## src/rtl/memory_port_arbiter.sv

```systemverilog
// Shares one memory port between an instruction-fetch and a load/store requester.
// One command is outstanding at a time; data wins unless fetch has waited STARVE_LIMIT grants.
module memory_port_arbiter #(
  parameter int unsigned STARVE_LIMIT = 4
) (
  input  logic        clock,
  input  logic        reset,
  input  logic        fetchRequest,
  input  logic [31:0] fetchAddress,
  input  logic        fetchFlush,
  output logic        fetchGrant,
  output logic        fetchDataValid,
  output logic [31:0] fetchData,
  input  logic        dataRequest,
  input  logic        dataWrite,
  input  logic [31:0] dataAddress,
  input  logic [31:0] dataWriteData,
  input  logic [3:0]  dataByteEnable,
  output logic        dataGrant,
  output logic        dataDone,
  output logic        dataReadValid,
  output logic [31:0] dataReadData,
  output logic        memRequest,
  output logic        memWrite,
  output logic [31:0] memAddress,
  output logic [31:0] memWriteData,
  output logic [3:0]  memByteEnable,
  input  logic        memResponseValid,
  input  logic [31:0] memReadData
);

  typedef enum logic [1:0] {
    IDLE       = 2'd0,
    FETCH_BUSY = 2'd1,
    DATA_BUSY  = 2'd2
  } state_e;

  localparam logic [3:0] LIMIT = 4'(STARVE_LIMIT);

  state_e     state_q, state_d;
  logic [3:0] starve_q, starve_d;
  logic       drop_q, drop_d;
  logic       write_q, write_d;

  // State register plus starvation counter, flush-drop flag and outstanding-write flag
  always_ff @(posedge clock) begin
    if (reset) begin
      state_q  <= IDLE;
      starve_q <= 4'd0;
      drop_q   <= 1'b0;
      write_q  <= 1'b0;
    end else begin
      state_q  <= state_d;
      starve_q <= starve_d;
      drop_q   <= drop_d;
      write_q  <= write_d;
    end
  end

  // Arbitration, memory command mux and response steering
  always_comb begin
    state_d        = state_q;
    starve_d       = starve_q;
    drop_d         = drop_q;
    write_d        = write_q;
    fetchGrant     = 1'b0;
    fetchDataValid = 1'b0;
    fetchData      = 32'd0;
    dataGrant      = 1'b0;
    dataDone       = 1'b0;
    dataReadValid  = 1'b0;
    dataReadData   = 32'd0;
    memRequest     = 1'b0;
    memWrite       = 1'b0;
    memAddress     = 32'd0;
    memWriteData   = 32'd0;
    memByteEnable  = 4'd0;
    if (reset) begin
      state_d  = IDLE;
      starve_d = 4'd0;
      drop_d   = 1'b0;
      write_d  = 1'b0;
    end else begin
      case (state_q)
        IDLE: begin
          if (dataRequest && ((starve_q < LIMIT) || !fetchRequest)) begin
            dataGrant     = 1'b1;
            memRequest    = 1'b1;
            memWrite      = dataWrite;
            memAddress    = dataAddress;
            memWriteData  = dataWriteData;
            memByteEnable = dataByteEnable;
            write_d       = dataWrite;
            state_d       = DATA_BUSY;
            // Only reachable with fetch waiting when below the limit, so this saturates
            if (fetchRequest) begin
              starve_d = starve_q + 4'd1;
            end else begin
              starve_d = 4'd0;
            end
          end else if (fetchRequest && !fetchFlush) begin
            fetchGrant    = 1'b1;
            memRequest    = 1'b1;
            memAddress    = fetchAddress;
            memByteEnable = 4'hF;
            starve_d      = 4'd0;
            state_d       = FETCH_BUSY;
          end else if (!fetchRequest) begin
            starve_d = 4'd0;
          end else begin
            starve_d = starve_q;
          end
        end
        FETCH_BUSY: begin
          if (memResponseValid) begin
            state_d = IDLE;
            drop_d  = 1'b0;
            if (!drop_q && !fetchFlush) begin
              fetchDataValid = 1'b1;
              fetchData      = memReadData;
            end else begin
              fetchDataValid = 1'b0;
            end
          end else if (fetchFlush) begin
            drop_d = 1'b1;
          end else begin
            drop_d = drop_q;
          end
        end
        DATA_BUSY: begin
          if (memResponseValid) begin
            state_d  = IDLE;
            dataDone = 1'b1;
            if (!write_q) begin
              dataReadValid = 1'b1;
              dataReadData  = memReadData;
            end else begin
              dataReadValid = 1'b0;
            end
          end else begin
            state_d = DATA_BUSY;
          end
        end
        default: begin
          state_d = IDLE;
        end
      endcase
    end
  end

endmodule

```

## config.mk

```make
export PLATFORM = sky130hd
export DESIGN_NAME = memory_port_arbiter
export DESIGN_NICKNAME = d
export VERILOG_FILES = /design/src/rtl/memory_port_arbiter.sv
export SDC_FILE = /design/constraint.sdc
export NUM_CORES = 1
export LEC_CHECK = 0
export BUFFER_PORTS_ARGS = -buffer_cell sky130_fd_sc_hd__buf_4
export CAP_MARGIN = 20
export CORE_AREA = 8 8 101 103
export DETAILED_ROUTE_END_ITERATION = 10
export DIE_AREA = 0 0 109 111
export PLACE_DENSITY = 0.64
export SYNTH_ARGS = -nofsm -noshare
export SYNTH_HDL_FRONTEND = slang
export SYNTH_SLANG_ARGS = --single-unit
```

## constraint.sdc

```tcl
create_clock -name clock -period 2 [get_ports clock]
set_clock_uncertainty 0.2 [all_clocks]
set_input_delay 0.2 -clock clock [delete_from_list [all_inputs] [get_ports clock]]
set_output_delay 0.2 -clock clock [all_outputs]
set_load 0.1 [all_outputs]
```

==> Flow_metrics.wiki <==
{| class="wikitable"
! Metric !! Value
|-
| Slew Viols, Final || 0
|-
| Max-cap violations || 0
|-
| Remaining routing DRC violations || 0
|-
| Number of global-route vias before repair || 3463
|-
| Horiz. Die Dim || 109 um
|-
| Total overflow reported by the global router || 0
|-
| Number of optimization iterations in the first detailed-route pass || 4
|-
| Synth Area in Compound Gates || a little over a fifth
|-
| Synth Flop Type || sky130_fd_sc_hd__dfxtp_1
|-
| Total CTS buffers || 3
|-
| Class of the tightest hold or removal check || in -> reg
|-
| Top cells by count, synth || sky130_fd_sc_hd__and2_1, sky130_fd_sc_hd__and4_1, sky130_fd_sc_hd__a31o_1
|-
| Total vias in the final route || around 3.3k
|-
| Unrepaired setup endpoints after global routing || true
|-
| Global-route wire length before repair || approximately 21000 um
|-
| Portion of netlist area occupied by mux cells || 0%
|-
| Violations in the final reports || setup timing
|-
| Area Growth Syn to Fin || 279%
|-
| Sequential area share after synthesis || 8.65%
|-
| Final WS setup || -0.268 ns
|-
| Initial antenna violation count || 1
|-
| Post-Synthesis Mean Instance Area || approximately 7.5 sq um
|-
| Post-Synth XOR/XNOR Area || 0%
|-
| Weighted congestion reported at the end of routability-driven placement || slightly above 0.8
|-
| Highest net fanout along the worst path || 9
|-
| Critical path launch point || state_q[1]$_SDFFE_PP0P_
|-
| Antenna diode instance count || 0
|-
| Multi-input combinational cell area || approximately 2100 sq um
|-
| Worst Reg2Reg Path Length in Cells || 4
|-
| Maximum number of pins on one net before global-route repair || 34
|-
| Number of enable flip-flop cells after synthesis || 0
|-
| Routed via count divided by cell count || ~5
|-
| Final layout net count || between 600 and 700
|-
| Clk_lat worst skew || 0.24 ns
|-
| Area share of and/or/nand/nor cells after synthesis || roughly three fifths
|-
| Worst VDD drop || roughly 0.23 mV
|-
| Number of cells on the worst hold path || 3
|-
| Reg area || 165 sq um
|-
| Total Routed Length || approximately 17000 um
|-
| Worst hold slack across all endpoints || approximately 0.12 ns
|-
| Filler cell count in the final layout || slightly above 400
|-
| Combinational family with the most area after synthesis || simple AND/OR/NAND/NOR gates
|-
| Source of the worst register-to-register timing path || state_q[1]$_SDFFE_PP0P_
|-
| Transition at the pin with the smallest max-transition slack || roughly 0.40 ns
|-
| Max_slew headroom || 73.4%
|-
| Post-synth top area cell || sky130_fd_sc_hd__and2_1
|-
| Hold Violations, Final || 0
|-
| Std-Cell Core Area || between 8000 and 9000 sq um
|-
| Clock Root Buffer || sky130_fd_sc_hd__clkbuf_8
|-
| Type of the worst setup path || reg -> out
|-
| Number of storage elements in the synthesis netlist || 8
|-
| TritonCTS clock tree || done
|-
| Endpoints failing setup || between 100 and 150
|-
| Required @ worst endpoint || about 1.6 ns
|-
| Startpoint class of the critical path || flop
|-
| Routed wire length per instance || ~25 um
|-
| Area post-placement || about 4700 sq um
|-
| Die height || between 100 and 150 um
|-
| Nets in the synthesized netlist || 386
|-
| Synth top area cells || sky130_fd_sc_hd__and2_1, sky130_fd_sc_hd__and4_1, sky130_fd_sc_hd__a31o_1, sky130_fd_sc_hd__dfxtp_1, sky130_fd_sc_hd__clkbuf_1
|-
| Power per unit of standard cell area || a little over 300 nW/um^2
|-
| Clock slew at the register clock pins of the worst setup and hold paths || approximately 0.05 ns
|-
| Overall die area || 12100 sq um
|-
| GRT Total Usage || a little over a fifth
|-
| Worst Hold Launch || reset
|-
| Starting density of the core || between 20% and 30%
|-
| Detailed Place HPWL || 9710 um
|-
| Clock sinks || 8
|-
| FFs w/ async S/R, synth || 0%
|-
| Number of top-level design ports || around 280
|-
| Yosys warns || 0
|-
| Synthesized-area fraction occupied by adder cells || 0.676%
|-
| Final clock period utilization by the worst path || 113%
|-
| Endpoint type of the worst setup path || output port
|-
| Number of nets with antenna violations after detailed routing || 0
|-
| Post-Synthesis Cell Area || approximately 1900 sq um
|-
| Data arrival time of the critical path || 1.87 ns
|-
| Fmax || ~440 MHz
|-
| Cell area after layout || between 7000 and 8000 sq um
|-
| Buffers from clock root to sink, at most || 2
|-
| Leakage component of the power || between 3 and 4 nW
|-
| Leading cell type by number of instances after synthesis || sky130_fd_sc_hd__and2_1
|-
| DRC marker count from the first detailed-route iteration || 101
|-
| Fraction of final layout cells sized beyond drive strength 1 || approximately nine tenths
|-
| Result of the run || finished, violations left
|-
| Number of cell rows || 34
|-
| Cell count after synthesis || between 200 and 250
|-
| Number of H-tree levels || 1
|-
| Post-synthesis cell type count || 38
|-
| Fraction of post-synthesis cell area in the top cell type by area || ~33%
|-
| Count of buffers inserted at the top-level ports || between 200 and 300
|-
| Min cycle time layout || ~2.3 ns
|}
-- cell families after synthesis --
group	count (synthesis)
fa+ha+maj	1
buf+inv	34
flops	8
simple gates	153
compound gates	50
-- where the power goes --
group / leakage [nW] / internal [W] / total [W] / switching (W)
clock network: 0.0216 / 0.000131 / 0.000204 / 0.0000728
registers: 0.0662 / 0.000166 / 0.000172 / 0.00000617
logic: 3.06 / 0.000769 / 0.00177 / 0.00100
-- critical path, cell delays in order (launching register included) --
cell	delay, ns
sky130_fd_sc_hd__dfxtp_4	0.34
sky130_fd_sc_hd__buf_6	0.13
sky130_fd_sc_hd__and2b_1	0.22
sky130_fd_sc_hd__nor4b_4	0.24
sky130_fd_sc_hd__buf_6	0.19
sky130_fd_sc_hd__buf_12	0.14
sky130_fd_sc_hd__and2_4	0.18
sky130_fd_sc_hd__buf_12	0.19
-- final timing paths --
kind	slack, ns	to
hold reg to reg	0.33	starve_q[1]$_SDFFE_PP0P_
hold / removal	0.12	drop_q$_SDFFE_PP0P_
setup / recovery	-0.27	fetchData[12]
setup reg to reg	0.33	starve_q[0]$_SDFFE_PP0P_
-- registers in the layout, indices dropped and copies added, names as in the netlist --
register,flops
starve_q,4
state_q,2
drop_q,1
write_q,1
-- cell usage in the layout (no fill, tap or decap), types with 2 or more instances in the layout --
master | netlist | final
sky130_fd_sc_hd__and4_1 | 32 | 27
sky130_fd_sc_hd__and4_4 | 0 | 5
sky130_fd_sc_hd__a21o_4 | 0 | 4
sky130_fd_sc_hd__o21ai_0 | 2 | 2
sky130_fd_sc_hd__nor3b_1 | 2 | 2
sky130_fd_sc_hd__dlygate4sd3_1 | 0 | 2
sky130_fd_sc_hd__clkbuf_16 | 0 | 8
sky130_fd_sc_hd__nand4_1 | 3 | 3
sky130_fd_sc_hd__nor2_1 | 3 | 3
sky130_fd_sc_hd__dfxtp_1 | 8 | 6
sky130_fd_sc_hd__and2_4 | 0 | 97
sky130_fd_sc_hd__a31oi_1 | 3 | 3
sky130_fd_sc_hd__buf_6 | 5 | 9
sky130_fd_sc_hd__a31o_4 | 0 | 32
sky130_fd_sc_hd__a211oi_1 | 2 | 2
sky130_fd_sc_hd__clkbuf_8 | 0 | 3
sky130_fd_sc_hd__inv_1 | 4 | 3
sky130_fd_sc_hd__buf_8 | 0 | 5
sky130_fd_sc_hd__buf_4 | 1 | 154
sky130_fd_sc_hd__nor4_4 | 1 | 2
sky130_fd_sc_hd__buf_12 | 0 | 147
sky130_fd_sc_hd__nor3_4 | 2 | 3
sky130_fd_sc_hd__a21o_1 | 6 | 2
-- routing by layer --
| layer | up-vias | GRT usage [%] | part of all wire (%) |
|---|---|---|---|
| met4 | 2 | 5.39 | 2.7 |
| met5 | - | 0 | 0.060 |
| met1 | 1547 | 20.3 | 32 |
| li1 | 1497 | - | - |
| met3 | 29 | 7.97 | 11 |
| met2 | 189 | 42.3 | 54 |
-- metrics by stage --
| step | setup TNS [ns] | power (W) | utilization [%] | worst slack, ns | std cells |
|---|---|---|---|---|---|
| 4_1_cts | -22.08 | 0.00202 | 74.2 | -0.269 | 639 |
| 5_1_grt | -29.44 | 0.00221 | 81.9 | -0.311 | 653 |
| 2_1_floorplan | -6.51 | 0.00110 | - | -0.984 | 246 |
| 6_report | -22.52 | 0.00215 | 81.9 | -0.268 | 653 |
| 3_3_place_gp | -4.03 | 0.00151 | 54.6 | -0.130 | 624 |
| 3_5_place_dp | -5.17 | 0.00152 | 54.6 | -0.145 | 624 |
-- repair_timing --
item,CTS,global route
setup buffers,7,5
hold endpoints to repair,2,0
pin swaps,27,69
gates cloned,3,11
endpoints found under the setup margin,138,138
hold buffers,2,0
gates resized for setup,362,109
-- cell type report --
type	instances	share of cell area, %
well taps	108	1.93
repair buffers	326	64.6
multi-input cells	204	30.3
clock buffers	3	0.589
inverters	4	0.250
flip-flops and latches	8	2.36
No activity file was read; power rests on OpenSTA's default activity.
